--- config.mk ---
export PLATFORM = sky130hd
export DESIGN_NAME = soc_system_ocram_stream_writer
export DESIGN_NICKNAME = d
export VERILOG_FILES = /design/src/rtl/soc_system_ocram_wr_pkg.sv /design/src/rtl/soc_system_ocram_wr_packer.sv /design/src/rtl/soc_system_ocram_stream_writer.sv
export SDC_FILE = /design/constraint.sdc
export NUM_CORES = 1
export LEC_CHECK = 0
export CORE_UTILIZATION = 45
export CTS_CLUSTER_DIAMETER = 80
export DETAILED_ROUTE_END_ITERATION = 6
export HOLD_SLACK_MARGIN = 0.02
export PLACE_DENSITY = 0.75
export SYNTH_ARGS = -nofsm -noshare
export SYNTH_HDL_FRONTEND = slang
export SYNTH_SLANG_ARGS = --single-unit
--- constraint.sdc ---
create_clock -name clk -period 5.59 [get_ports clk]
set_input_delay 0.559 -clock clk [delete_from_list [all_inputs] [get_ports clk]]
set_output_delay 0.559 -clock clk [all_outputs]
set_load 0.01 [all_outputs]
--- src/rtl/soc_system_ocram_wr_pkg.sv ---
// rtl/soc_system_ocram_wr_pkg.sv - shared widths, byte enables and FSM states for the OCRAM stream writer
package soc_system_ocram_wr_pkg;

  localparam int DEF_ADDR_W = 13;
  localparam int DEF_IN_W   = 32;
  localparam int DEF_MEM_W  = 64;
  localparam int DEF_CNT_W  = 14;

  localparam logic [7:0] BE_FULL = 8'hFF;
  localparam logic [7:0] BE_LOW  = 8'h0F;

  typedef enum logic [2:0] {
    IDLE   = 3'd0,
    LO     = 3'd1,
    HI     = 3'd2,
    FIN    = 3'd3,
    DONE_P = 3'd4
  } state_e;

endpackage

--- src/rtl/soc_system_ocram_wr_packer.sv ---
// rtl/soc_system_ocram_wr_packer.sv - holds the low half-word and forms the 64-bit write word and byte enables
module soc_system_ocram_wr_packer
  import soc_system_ocram_wr_pkg::*;
#(
  parameter int IN_W  = DEF_IN_W,
  parameter int MEM_W = DEF_MEM_W
) (
  input  logic             clk,
  input  logic             reset_n,
  input  logic             lo_load,
  input  logic             half_hi,
  input  logic [IN_W-1:0]  beat_data,
  output logic [MEM_W-1:0] wdata,
  output logic [7:0]       byteenable
);

  logic [IN_W-1:0] lo_q;
  logic [IN_W-1:0] lo_d;

  assign lo_d = lo_load ? beat_data : lo_q;

  always_ff @(posedge clk) begin
    if (!reset_n) lo_q <= '0;
    else          lo_q <= lo_d;
  end

  // Earlier beat lands in the lower address bytes.
  always_comb begin
    if (half_hi) begin
      wdata      = {beat_data, lo_q};
      byteenable = BE_FULL;
    end else begin
      wdata      = {{(MEM_W-IN_W){1'b0}}, beat_data};
      byteenable = BE_LOW;
    end
  end

endmodule

--- src/rtl/soc_system_ocram_stream_writer.sv ---
// rtl/soc_system_ocram_stream_writer.sv - 32-bit stream sink packing beat pairs into 64-bit OCRAM writes
// Optional stall counter enabled by defining OCRAM_WR_STALL_CNT_EN.
module soc_system_ocram_stream_writer
  import soc_system_ocram_wr_pkg::*;
#(
  parameter int ADDR_W = DEF_ADDR_W,
  parameter int IN_W   = DEF_IN_W,
  parameter int MEM_W  = DEF_MEM_W,
  parameter int CNT_W  = DEF_CNT_W
) (
  input  logic              clk,
  input  logic              reset_n,
  input  logic              start,
  input  logic [ADDR_W-1:0] base_address,
  input  logic [CNT_W-1:0]  max_words,
  output logic              busy,
  output logic              done,
  output logic              overflow,
  output logic [CNT_W-1:0]  words_written,
  output logic [31:0]       stall_cycles,
  input  logic [IN_W-1:0]   in_data,
  input  logic              in_valid,
  output logic              in_ready,
  input  logic              in_eop,
  output logic [ADDR_W-1:0] mem_address,
  output logic [7:0]        mem_byteenable,
  output logic              mem_chipselect,
  output logic              mem_write,
  output logic [MEM_W-1:0]  mem_writedata,
  output logic              mem_clken
);

  state_e state_q, state_d;

  logic [ADDR_W-1:0] base_q, base_d;
  logic [CNT_W-1:0]  limit_q, limit_d;
  logic [CNT_W-1:0]  words_q, words_d;
  logic              ovf_q, ovf_d;
  logic              wr_q, wr_d;
  logic [ADDR_W-1:0] addr_q, addr_d;
  logic [MEM_W-1:0]  wdata_q, wdata_d;
  logic [7:0]        be_q, be_d;

  logic [MEM_W-1:0]  pk_wdata;
  logic [7:0]        pk_be;
  logic [CNT_W-1:0]  words_inc;
  logic              accept, start_acc, issue, limit_hit;

  assign words_inc = words_q + CNT_W'(1);
  assign accept    = in_valid & in_ready;
  assign start_acc = (state_q == IDLE) & start;
  assign issue     = accept & ((state_q == HI) | in_eop);
  assign limit_hit = accept & (state_q == HI) & ~in_eop & (words_inc == limit_q);

  soc_system_ocram_wr_packer #(
    .IN_W  (IN_W),
    .MEM_W (MEM_W)
  ) u_packer (
    .clk        (clk),
    .reset_n    (reset_n),
    .lo_load    (accept & (state_q == LO)),
    .half_hi    (state_q == HI),
    .beat_data  (in_data),
    .wdata      (pk_wdata),
    .byteenable (pk_be)
  );

  always_ff @(posedge clk) begin
    if (!reset_n) state_q <= IDLE;
    else          state_q <= state_d;
  end

  always_comb begin
    state_d = state_q;
    case (state_q)
      IDLE:    if (start) state_d = (max_words == '0) ? DONE_P : LO;
      LO:      if (accept) state_d = in_eop ? FIN : HI;
      HI:      if (accept) state_d = (in_eop || (words_inc == limit_q)) ? FIN : LO;
      FIN:     state_d = DONE_P;
      DONE_P:  state_d = IDLE;
      default: state_d = IDLE;
    endcase
  end

  always_comb begin
    in_ready = (state_q == LO) || (state_q == HI);
    busy     = (state_q == LO) || (state_q == HI) || (state_q == FIN);
    done     = (state_q == DONE_P);
  end

  // The write is registered, so it commits the cycle after its completing beat.
  always_comb begin
    base_d  = base_q;
    limit_d = limit_q;
    words_d = words_q;
    ovf_d   = ovf_q;
    wr_d    = 1'b0;
    addr_d  = addr_q;
    wdata_d = wdata_q;
    be_d    = be_q;
    if (start_acc) begin
      base_d  = base_address;
      limit_d = max_words;
      words_d = '0;
      ovf_d   = 1'b0;
    end
    if (issue) begin
      wr_d    = 1'b1;
      addr_d  = base_q + words_q[ADDR_W-1:0];
      wdata_d = pk_wdata;
      be_d    = pk_be;
      words_d = words_inc;
    end
    if (limit_hit) ovf_d = 1'b1;
  end

  always_ff @(posedge clk) begin
    if (!reset_n) begin
      base_q  <= '0;
      limit_q <= '0;
      words_q <= '0;
      ovf_q   <= 1'b0;
      wr_q    <= 1'b0;
      addr_q  <= '0;
      wdata_q <= '0;
      be_q    <= '0;
    end else begin
      base_q  <= base_d;
      limit_q <= limit_d;
      words_q <= words_d;
      ovf_q   <= ovf_d;
      wr_q    <= wr_d;
      addr_q  <= addr_d;
      wdata_q <= wdata_d;
      be_q    <= be_d;
    end
  end

  assign overflow       = ovf_q;
  assign words_written  = words_q;
  assign mem_write      = wr_q;
  assign mem_chipselect = wr_q;
  assign mem_address    = addr_q;
  assign mem_writedata  = wdata_q;
  assign mem_byteenable = be_q;
  assign mem_clken      = 1'b1;

`ifdef OCRAM_WR_STALL_CNT_EN
  logic [31:0] stall_q, stall_d;

  always_comb begin
    stall_d = stall_q;
    if (start_acc)                                  stall_d = '0;
    else if (in_ready && !in_valid && stall_q != '1) stall_d = stall_q + 32'd1;
  end

  always_ff @(posedge clk) begin
    if (!reset_n) stall_q <= '0;
    else          stall_q <= stall_d;
  end

  assign stall_cycles = stall_q;
`else
  assign stall_cycles = 32'd0;
`endif

endmodule
==> flow_summary.json <==
{
  "slew_violations": 0,
  "cts_made_buffers": 17,
  "clkLatencyLatePin_ns": 0.42,
  "crit_fanout": 8,
  "maxCapViolCount": 0,
  "cts_buffer_depth": 2,
  "crit_cells": 7,
  "synth_compound_area_share_pct": 21.4,
  "end_kind": "register",
  "wl_met2_um": 8840,
  "path_buf_inv": 0,
  "die_area_um2": 17500,
  "synth-edff-count": 0,
  "synth_fa_ha_area_share_pct": 2.39,
  "crit_family": "compound AO/OA/AOI/OAI gates",
  "synth_seq_cells": 157,
  "grt_pass1_wl_um": 30700,
  "synth.area.mux_share_pct": 4.20,
  "whs_ns": 0.462,
  "cpMaxStageDelayCell": "or3_2",
  "ant_nets": 0,
  "htreeDepth": 4,
  "multi_input_area_um2": 4040,
  "startpoint": "words_written[0]",
  "die_height_um": 132,
  "slowest_delay_ns": 0.55,
  "vias": 6500,
  "drc_errors": 0,
  "hold_class": "register to register",
  "status": "finished, final reports clean",
  "syn_area_um2": 7630,
  "synth_top_family_by_area": "compound AO/OA/AOI/OAI gates",
  "netlist_instances": 883,
  "layoutNonFillerInstCount": 1237,
  "timing.slew.headroom_pct": 47.9,
  "post-route-min-period_ns": 2.72,
  "drive_gt1_share_pct": 5.41,
  "routabilityCongestion": 0.832,
  "p_leak_nw": 3.84,
  "dp.cells": 1208,
  "fmax_mhz": 368,
  "port_buffers": 168,
  "vias_per_cell": 5.25,
  "met3_length_um": 1450,
  "rsz0062_at_grt": "false",
  "clock-sinks": 157,
  "ir_drop_mv": 0.211,
  "r2r_slack_ns": 2.87,
  "start_util_pct": 46.0,
  "yosys.area_share.simple_pct": 20.2,
  "min_period_over_period_pct": 48.6,
  "yosys.area_share.xor_xnor_pct": 2.72,
  "m1WireLength_um": 8480,
  "seq_area_frac_synth_pct": 41.2,
  "total_power_mw": 2.69,
  "overflow": 0,
  "r2r_cells": 7,
  "dpl.hpwl_um": 12900,
  "track_usage_pct": 22.0,
  "nNetsFinal": 1085,
  "critical_path.startpoint_type": "register",
  "fin_worst_skew_ns": 0.00970,
  "worstPathArrival_ns": 3.06,
  "grt_pass1_vias": 6007,
  "tightest_slew_ns": 0.779,
  "drt_iter0_drc": 418,
  "antenna_cells": 0,
  "wire_per_inst_um": 15.4,
  "path_clk_slew_ns": 0.06,
  "crit_chain": "ha_1 -> nand4_2 -> or3_2 -> xnor2_1 -> a2111oi_2 -> o2111ai_1 -> a31oi_1",
  "grt_max_degree": 84,
  "final-seq-area_um2": 3140,
  "setup_viol": 0,
  "endpoint": "state_q[1]",
  "dr.pass1.iters": 6,
  "synth_cell_types": 63,
  "nFillCells": 1496,
  "r2r-start": "words_written[0]",
  "post_cts_buffers": 0,
  "core_area_um2": 16600,
  "fin_tns_setup_ns": 0,
  "area_growth_syn_to_layout_pct": 28.6,
  "pwr_density_cell_nw_per_um2": 274,
  "rows": 47,
  "maxUsedRoutingLayer": "met4",
  "cts_hold_buffers": 0,
  "post_cts_resized": 0,
  "ys_warn_count": 0,
  "synth.avg_cell_area_um2": 8.65,
  "antenna_found_initial": 0,
  "rr_endpoint": "state_q[1]",
  "postRouteWirelength_um": 19000,
  "dieWidth_um": 132,
  "synthFlopType": "dfxtp_1",
  "root_buffer": "clkbuf_16",
  "path_class": "register to register",
  "hold_viol": 0,
  "io_pins": 202,
  "worst_ep_required_time_ns": 5.94,
  "cts_tree": "yes",
  "async_flop_share_pct": 0
}
-- final cells by class --
class / instances / share of cell area [%]
Clock buffer: 19 / 4.41
Inverter: 12 / 0.459
Multi-Input combinational cell: 643 / 41.1
Tap cell: 220 / 2.80
Clock inverter: 10 / 1.45
Sequential cell: 157 / 32.0
Timing Repair Buffer: 176 / 17.7
-- stage by stage --
step,worst slack [ns],utilization [%],instance area (um^2)
6_report,2.87,59.2,9820
5_1_grt,2.65,59.2,9820
4_1_cts,2.86,59.2,9820
3_5_place_dp,2.64,55.7,9240
3_3_place_gp,2.67,55.7,9240
2_1_floorplan,3.20,-,7750
-- per-layer routing --
layer / up-vias / global-route usage, %
li1: 3226 / -
met1: 3051 / 27.6
met2: 204 / 36.2
met3: 19 / 6.88
met4: 0 / 6.51
met5: - / 0
-- power by group --
group	total (mW)	internal (mW)	switching [mW]
registers	1.20	1.17	0.0323
clock network	1.15	0.697	0.454
logic	0.335	0.161	0.173
total	2.69	2.03	0.660
-- worst register-to-register path: stages, from the launching register on --
cell       delay, ns
dfxtp_1         0.49
ha_1            0.33
nand4_2         0.23
or3_2           0.56
xnor2_1         0.15
a2111oi_2       0.42
o2111ai_1       0.23
a31oi_1         0.22
-- layout by cell type (no fill, tap or decap), types with 8 or more instances in the layout --
cell type	n
a21oi_1	23
nand2_1	177
a21boi_0	70
ha_1	13
conb_1	33
o21ai_0	30
buf_4	9
clkbuf_16	17
mux2i_1	32
o211a_1	34
nor2_1	26
nand3_1	15
xnor2_1	13
clkdlybuf4s50_1	167
a22oi_1	32
inv_1	12
dfxtp_1	157
and2_1	8
nor2b_1	42
xor2_1	8
-- how the worst min path moves through the flow --
stage                            startpoint  slack [ns]  cells past startpoint                end
final                              overflow        0.46                      2           overflow
after global routing               overflow        0.48                      2           overflow
after CTS                          overflow        0.46                      2           overflow
after detailed placement           overflow        0.45                      2           overflow
after global placement    u_packer.lo_q[26]        0.45                      2  u_packer.lo_q[26]
after floorplan            u_packer.lo_q[0]        0.44                      2   u_packer.lo_q[0]
-- sequential cells by signal, indices dropped and copies added (netlist names) --
name / cells
mem_writedata: 64
u_packer.lo_q: 32
limit_q: 14
words_written: 14
base_q: 13
mem_address: 13
state_q: 3
mem_byteenable: 2
mem_chipselect: 1
overflow: 1
-- cells in the mapped netlist (2+ instances only) --
library cell  number  area share, %
nor2b_1           42            3.4
o21ai_1            2           0.13
o211a_1           34            4.5
nor4_1             3           0.25
o211ai_1           3           0.30
nor2_1            27            1.3
and2_1             8           0.66
clkbuf_1          40            2.0
nand3b_1           3           0.30
buf_2             15           0.98
or2_2              3           0.25
or3_2              2           0.20
o22ai_1            2           0.16
nand4_1            4           0.33
nand2b_1           7           0.57
nor3_1             9           0.59
nand3_1           15           0.98
nand2_1          177            8.7
a22oi_1           32            3.1
xnor2_1           13            1.5
ha_1              13            2.1
a211oi_1           4           0.39
buf_4             40            3.9
o21ai_0           30            2.0
conb_1             2          0.098
o21a_1             7           0.69
mux2i_1           32            4.2
or3_1              4           0.33
xor2_1             8           0.92
buf_1              7           0.34
inv_1             12           0.59
a21boi_0          70            6.9
a31oi_1            4           0.33
o2111ai_1          2           0.23
a21oi_1           23            1.5
dfxtp_1          157             41
-- logic make-up (layout without fill, tap and decap cells) --
group,after synthesis,count (layout)
compound gates,223,223
xor+xnor,22,22
fa+ha+maj,14,14
buf+inv,114,217
flops,157,157
mux,32,32
other cells,2,33
simple gates,319,319
Power figures use the tool's default switching activity.
